===== config.mk =====
export PLATFORM = sky130hd
export DESIGN_NAME = audio_sdm_tx_flat
export DESIGN_NICKNAME = d
export VERILOG_FILES = /design/src/rtl/audio_sdm_tx_if.sv /design/src/rtl/audio_sdm_tx.sv /design/src/flat_wrapper.sv
export SDC_FILE = /design/constraint.sdc
export NUM_CORES = 1
export LEC_CHECK = 0
export CORE_MARGIN = 1
export CORE_UTILIZATION = 29
export DETAILED_ROUTE_END_ITERATION = 16
export GPL_TIMING_DRIVEN = 1
export PLACE_DENSITY = 0.5
export SLEW_MARGIN = 20
export SYNTH_ARGS = -nofsm -noshare
export SYNTH_HDL_FRONTEND = slang
export SYNTH_SLANG_ARGS = --single-unit

===== constraint.sdc =====
create_clock -name clk -period 2.72 [get_ports clk]
set_input_delay 0.544 -clock clk [delete_from_list [all_inputs] [get_ports clk]]
set_output_delay 0.544 -clock clk [all_outputs]
set_load 0.05 [all_outputs]

===== src/rtl/audio_sdm_tx_if.sv =====
// Stereo sample handshake between the APU (master) and the audio serializer (slave).
// A pair transfers when sample_valid and sample_ready are both high at a rising edge.
interface audio_sdm_tx_if #(
  parameter int WIDTH = 16
);
  logic [WIDTH-1:0] sample_l;
  logic [WIDTH-1:0] sample_r;
  logic             sample_valid;
  logic             sample_ready;

  modport master (
    output sample_l,
    output sample_r,
    output sample_valid,
    input  sample_ready
  );

  modport slave (
    input  sample_l,
    input  sample_r,
    input  sample_valid,
    output sample_ready
  );
endinterface


===== src/rtl/audio_sdm_tx.sv =====
// Stereo first-order sigma-delta serializer: one pending pair buffer, two PDM
// modulators, time-multiplexed onto audiolr (right bit on even cycles, left on odd).
module audio_sdm_tx #(
  parameter int WIDTH = 16
) (
  input  logic          clk,
  input  logic          rstn,
  audio_sdm_tx_if.slave smp,
  input  logic          mute,
  input  logic          ovf_clr,
  output logic          ovf,
  output logic          audiolr
);

  logic       ph_reg;
  logic       pend_v_reg;
  logic       pend_v_next;
  logic       ovf_reg;
  logic       ovf_next;
  logic       audiolr_reg;
  logic       audiolr_next;
  logic       accept;
  logic       drop;
  logic       promote;
  logic [1:0] carry;

  assign accept           = smp.sample_valid && !pend_v_reg;
  assign drop             = smp.sample_valid && pend_v_reg;
  // Promote only after the right channel has stepped, so both channels switch on one frame.
  assign promote          = ph_reg && pend_v_reg;
  assign smp.sample_ready = !pend_v_reg;

  // Channel 0 is left (steps at ph=0), channel 1 is right (steps at ph=1).
  genvar gi;
  generate
    for (gi = 0; gi < 2; gi++) begin : g_ch
      localparam logic STEP_PH = (gi == 1);

      logic [WIDTH-1:0] acc_reg;
      logic [WIDTH-1:0] cur_reg;
      logic [WIDTH-1:0] pend_reg;
      logic [WIDTH-1:0] smp_data;
      logic [WIDTH:0]   sum;

      assign smp_data  = (gi == 0) ? smp.sample_l : smp.sample_r;
      assign sum       = {1'b0, acc_reg} + {1'b0, cur_reg};
      assign carry[gi] = sum[WIDTH];

      always_ff @(posedge clk or negedge rstn) begin
        if (!rstn) begin
          acc_reg  <= '0;
          cur_reg  <= '0;
          pend_reg <= '0;
        end else begin
          if (mute) begin
            acc_reg <= '0;
          end else if (ph_reg == STEP_PH) begin
            acc_reg <= sum[WIDTH-1:0];
          end
          if (accept) begin
            pend_reg <= smp_data;
          end
          if (promote) begin
            cur_reg <= pend_reg;
          end
        end
      end
    end
  endgenerate

  always_comb begin
    pend_v_next = pend_v_reg;
    if (promote) begin
      pend_v_next = 1'b0;
    end else if (accept) begin
      pend_v_next = 1'b1;
    end

    // A dropped offer wins over a same-cycle clear.
    ovf_next = ovf_reg;
    if (drop) begin
      ovf_next = 1'b1;
    end else if (ovf_clr) begin
      ovf_next = 1'b0;
    end

    audiolr_next = mute ? 1'b0 : carry[ph_reg];
  end

  always_ff @(posedge clk or negedge rstn) begin
    if (!rstn) begin
      ph_reg      <= 1'b0;
      pend_v_reg  <= 1'b0;
      ovf_reg     <= 1'b0;
      audiolr_reg <= 1'b0;
    end else begin
      ph_reg      <= !ph_reg;
      pend_v_reg  <= pend_v_next;
      ovf_reg     <= ovf_next;
      audiolr_reg <= audiolr_next;
    end
  end

  assign ovf     = ovf_reg;
  assign audiolr = audiolr_reg;

endmodule


===== src/flat_wrapper.sv =====
// flat-port wrapper written by rule: the top's interface ports become plain ports
module audio_sdm_tx_flat 
#(
  parameter int WIDTH = 16
)
  (clk, rstn, mute, ovf_clr, ovf, audiolr, smp_sample_l, smp_sample_r, smp_sample_valid, smp_sample_ready);
  audio_sdm_tx_if #(.WIDTH(WIDTH)) smp_i ();
  input  logic clk;
  input  logic rstn;
  input  logic mute;
  input  logic ovf_clr;
  output logic ovf;
  output logic audiolr;
  input wire logic [$bits(smp_i.sample_l)-1:0] smp_sample_l;
  input wire logic [$bits(smp_i.sample_r)-1:0] smp_sample_r;
  input wire logic [$bits(smp_i.sample_valid)-1:0] smp_sample_valid;
  output wire logic [$bits(smp_i.sample_ready)-1:0] smp_sample_ready;
  assign smp_i.sample_l = smp_sample_l;
  assign smp_i.sample_r = smp_sample_r;
  assign smp_i.sample_valid = smp_sample_valid;
  assign smp_sample_ready = smp_i.sample_ready;
  audio_sdm_tx #(.WIDTH(WIDTH)) u_core (.clk(clk), .rstn(rstn), .smp(smp_i), .mute(mute), .ovf_clr(ovf_clr), .ovf(ovf), .audiolr(audiolr));
endmodule

==> key figures <==
Outcome
  – Status: finished, final reports clean

Worst setup path
  – CP Class: register to register
  – Crit Path Max Fanout: 5
  – Required time of the critical path: 2980 ps
  – Critical Path Start Type: register
  – Critical-path top delay cell: fa_1
  – Critical path cell sequence: ha_1 -> inv_1 -> fa_1 -> nand2b_1 -> a21oi_4 -> o31ai_2 -> o221a_1 -> or3_1 -> a311oi_1
  – Max incr delay on CP: 380 ps
  – Arrival time worst endpoint: 2750 ps
  – Worst setup EP type: register

STA
  – Worst Max-Slew Pin Slew: 932 ps
  – Max Slew Vio Count: 0
  – Period minus WS final: 2480 ps
  – Crit share post-route: 0.914
  – Slew Limit Headroom: 0.377
  – RSZ-0062 raised after global routing: no
  – Setup TNS: 0 ps
  – FMAX: 0.402 GHz
  – Post-route setup slack: 235 ps
  – Final hold viol count: 0
  – Hold slack: 186 ps
  – Clock skew: 7.64 ps
  – Final setup violation count: 0

Routing
  – Via-to-Cell Ratio: 5.02
  – Routed wire per std cell: 14.6 µm
  – Final ANT Viol Nets: 0
  – Post-Route WL: 10,700 µm
  – Drt first-iter violations: 114
  – 1st-pass router iterations: 4
  – Total number of vias: 3,673
  – DRC viols: 0

Min path
  – Worst hold path type: input port to async pin

Floorplanning
  – Die Wd: 136 µm
  – Floorplan die height: 136 µm
  – Core Area: 17,400 µm²
  – Starting Density: 0.299
  – Ports: 40
  – Die area: 18,500 µm²
  – Row cnt: 48

Layout
  – Fin nets: 573
  – P&R area growth vs syn: 19.7%
  – N_diodes: 0
  – Fin area: 6240 µm²
  – Final core utilization: 0.358
  – Layout cells sized above 1: 0.191
  – Layout Cells excl Fill: 732
  – Fillers: 1,759

Clock network
  – Post-cts sizing count: 0
  – Worst-path clk slew: 70 ps
  – # hold bufs at CTS: 0
  – Total CTS buffers: 9
  – Clock latency on the worst-skew pair: 360 ps
  – CTS tree: done
  – CTS max path bufs: 2
  – Clk sinks: 100
  – Root buffer cell: clkbuf_16
  – Postcts setup bufs: 0
  – H-tree depth: 3

Power and ir drop
  – Sequential power share: 0.377
  – Switching portion of total power: 0.331
  – Static leakage power: 2.75 nW
  – Internal: 3.61 mW
  – PD cells: 866 nW/µm²
  – P_sw: 1.79 mW
  – Comb power frac: 0.367
  – Clock share of power: 0.257
  – Pwr Total: 5.40 mW
  – Worst VDD drop: 375 µV

Job
  – Max Cap Viol: 0

Placed design
  – Buffers on Ports: 39
  – Routability cong.: 0.819
  – Pre-CTS setup slack: 238 ps
  – Post-DP Area: 5920 µm²
  – Inst Count DP: 716
  – Post-DP HPWL: 7360 µm

Yosys
  – Post-synth EDFFs: 0
  – Mapped Nets: 530
  – Mapped Area: 5210 µm²
  – #FFs+latches synth: 100
  – Sequential-to-total area share from yosys stat: 0.480
  – Post-Synthesis Cells: 459
  – Syn Area/Cell: 11.4 µm²
  – Predominant post-synthesis flop cell: dfrtp_1
  – Yosys Warn Count: 0
  – Yosys cell types: 61
  – Async S/R FF share, synth: 1.00

GRT
  – GR Overflow Total: 0
  – First-pass GRT wire length: 18,400 µm
  – Vias in the first global route: 3,761
  – Pin count of the biggest net entering global routing: 44
  – Total GRT Usage: 0.128
  – Initial antenna violation count: 0
## routing by layer
metal	part of all wire	up-vias	GRT usage
met5	0	-	0
met3	0.030	13	0.0298
met2	0.49	43	0.213
met4	0.018	0	0.0568
met1	0.46	1826	0.158
li1	-	1791	-
## cell usage after synthesis (2+ instances only)
master | number | area [µm²]
a31oi_1 | 2 | 12.5
o211a_1 | 2 | 20.0
a21o_1 | 13 | 97.6
or3_1 | 6 | 37.5
nand2b_1 | 4 | 25.0
clkbuf_1 | 11 | 41.3
dfrtp_1 | 100 | 2500
a211o_1 | 2 | 17.5
ha_1 | 32 | 400
o31ai_1 | 2 | 15.0
o21bai_1 | 2 | 15.0
nor3_1 | 5 | 25.0
and3_1 | 3 | 18.8
o211ai_1 | 3 | 22.5
inv_1 | 11 | 41.3
nand4_1 | 4 | 25.0
a21oi_1 | 32 | 160
a22o_1 | 2 | 17.5
or4_1 | 2 | 15.0
o21a_1 | 4 | 30.0
a32o_1 | 7 | 70.1
nand2_1 | 24 | 90.1
o21ai_0 | 17 | 85.1
buf_1 | 5 | 18.8
a211oi_1 | 4 | 30.0
and2_1 | 2 | 12.5
or2_2 | 2 | 12.5
mux2_2 | 64 | 721
fa_1 | 2 | 40.0
o31a_1 | 2 | 17.5
xor2_1 | 2 | 17.5
xnor2_1 | 5 | 43.8
nor2b_1 | 6 | 37.5
o2111ai_1 | 2 | 17.5
nor2_1 | 29 | 109
mux2i_1 | 6 | 60.1
a21boi_0 | 3 | 22.5
nand3_1 | 12 | 60.1
## cell usage in the layout, fill, tap and decap left out, types with 3 or more instances in the layout
cell type        count
clkdlybuf4s50_1     38
nand2_1             24
o21a_1               4
a21oi_1             32
a21o_1              13
buf_4                8
dfrtp_1            100
nand2b_1             4
or3_1                6
nand4_1              4
nand3_1             12
o211ai_1             3
clkbuf_16            9
inv_1               11
nor3_1               5
nor2b_1              5
a32o_1               7
mux2i_1              6
mux2_2              64
ha_1                32
a21boi_0             3
o21ai_0             17
xnor2_1              5
nor2_1              29
and3_1               3
a211oi_1             4
## path summary, 6_finish.rpt
path / endpoint / start / slack [ps] / cells after the start
max reg2reg: u_core.g_ch[0].acc_reg[12] / u_core.g_ch[0].acc_reg[0] / 240 / 9
min: u_core.g_ch[0].pend_reg[4] / rstn / 190 / 1
min in group clk: u_core.g_ch[1].acc_reg[10] / u_core.g_ch[1].acc_reg[10] / 500 / 1
max in group asynchronous: u_core.g_ch[1].pend_reg[7] / rstn / 1890 / 2
max: u_core.g_ch[0].acc_reg[12] / u_core.g_ch[0].acc_reg[0] / 240 / 9
min reg2reg: u_core.g_ch[1].acc_reg[10] / u_core.g_ch[1].acc_reg[10] / 500 / 1
## critical path, delay by kind of cell, from the launching register on
kind	cells	cell delay [ps]
DFF	1	350
buffers and inverters	1	60
adders and majority gates	2	540
and+or+nand+nor	2	570
AOI/OAI and AO/OA	4	860
## power by group through the flow
stage          registers, mW  logic [mW]  clock network, mW
2_1_floorplan           2.01        1.57                  0
3_3_place_gp            2.06        1.94                  0
3_5_place_dp            2.07        1.98                  0
4_1_cts                 2.04        1.99               1.45
5_1_grt                 2.08        2.24               1.49
6_report                2.03        1.98               1.39
## layout make-up
cell class	instances	area, µm²	share of cell area
clock buffer	11	233	0.0373
inverter	12	45.0	0.00722
timing repair buffer	48	480	0.0770
sequential	100	2500	0.401
tap	225	282	0.0451
clock inverter	5	85.1	0.0136
multi-input combinational	331	2610	0.418
## cells by family (layout without fill, tap and decap cells)
group / count (synthesis) / count (layout) / synth area share
fa+ha+maj: 34 / 34 / 0.0845
mux: 70 / 70 / 0.150
compound gates: 113 / 113 / 0.151
buf+inv: 28 / 76 / 0.0202
xor+xnor: 7 / 7 / 0.0118
flops: 100 / 100 / 0.480
simple gates: 107 / 107 / 0.102
No activity file was read; power rests on OpenSTA's default activity.
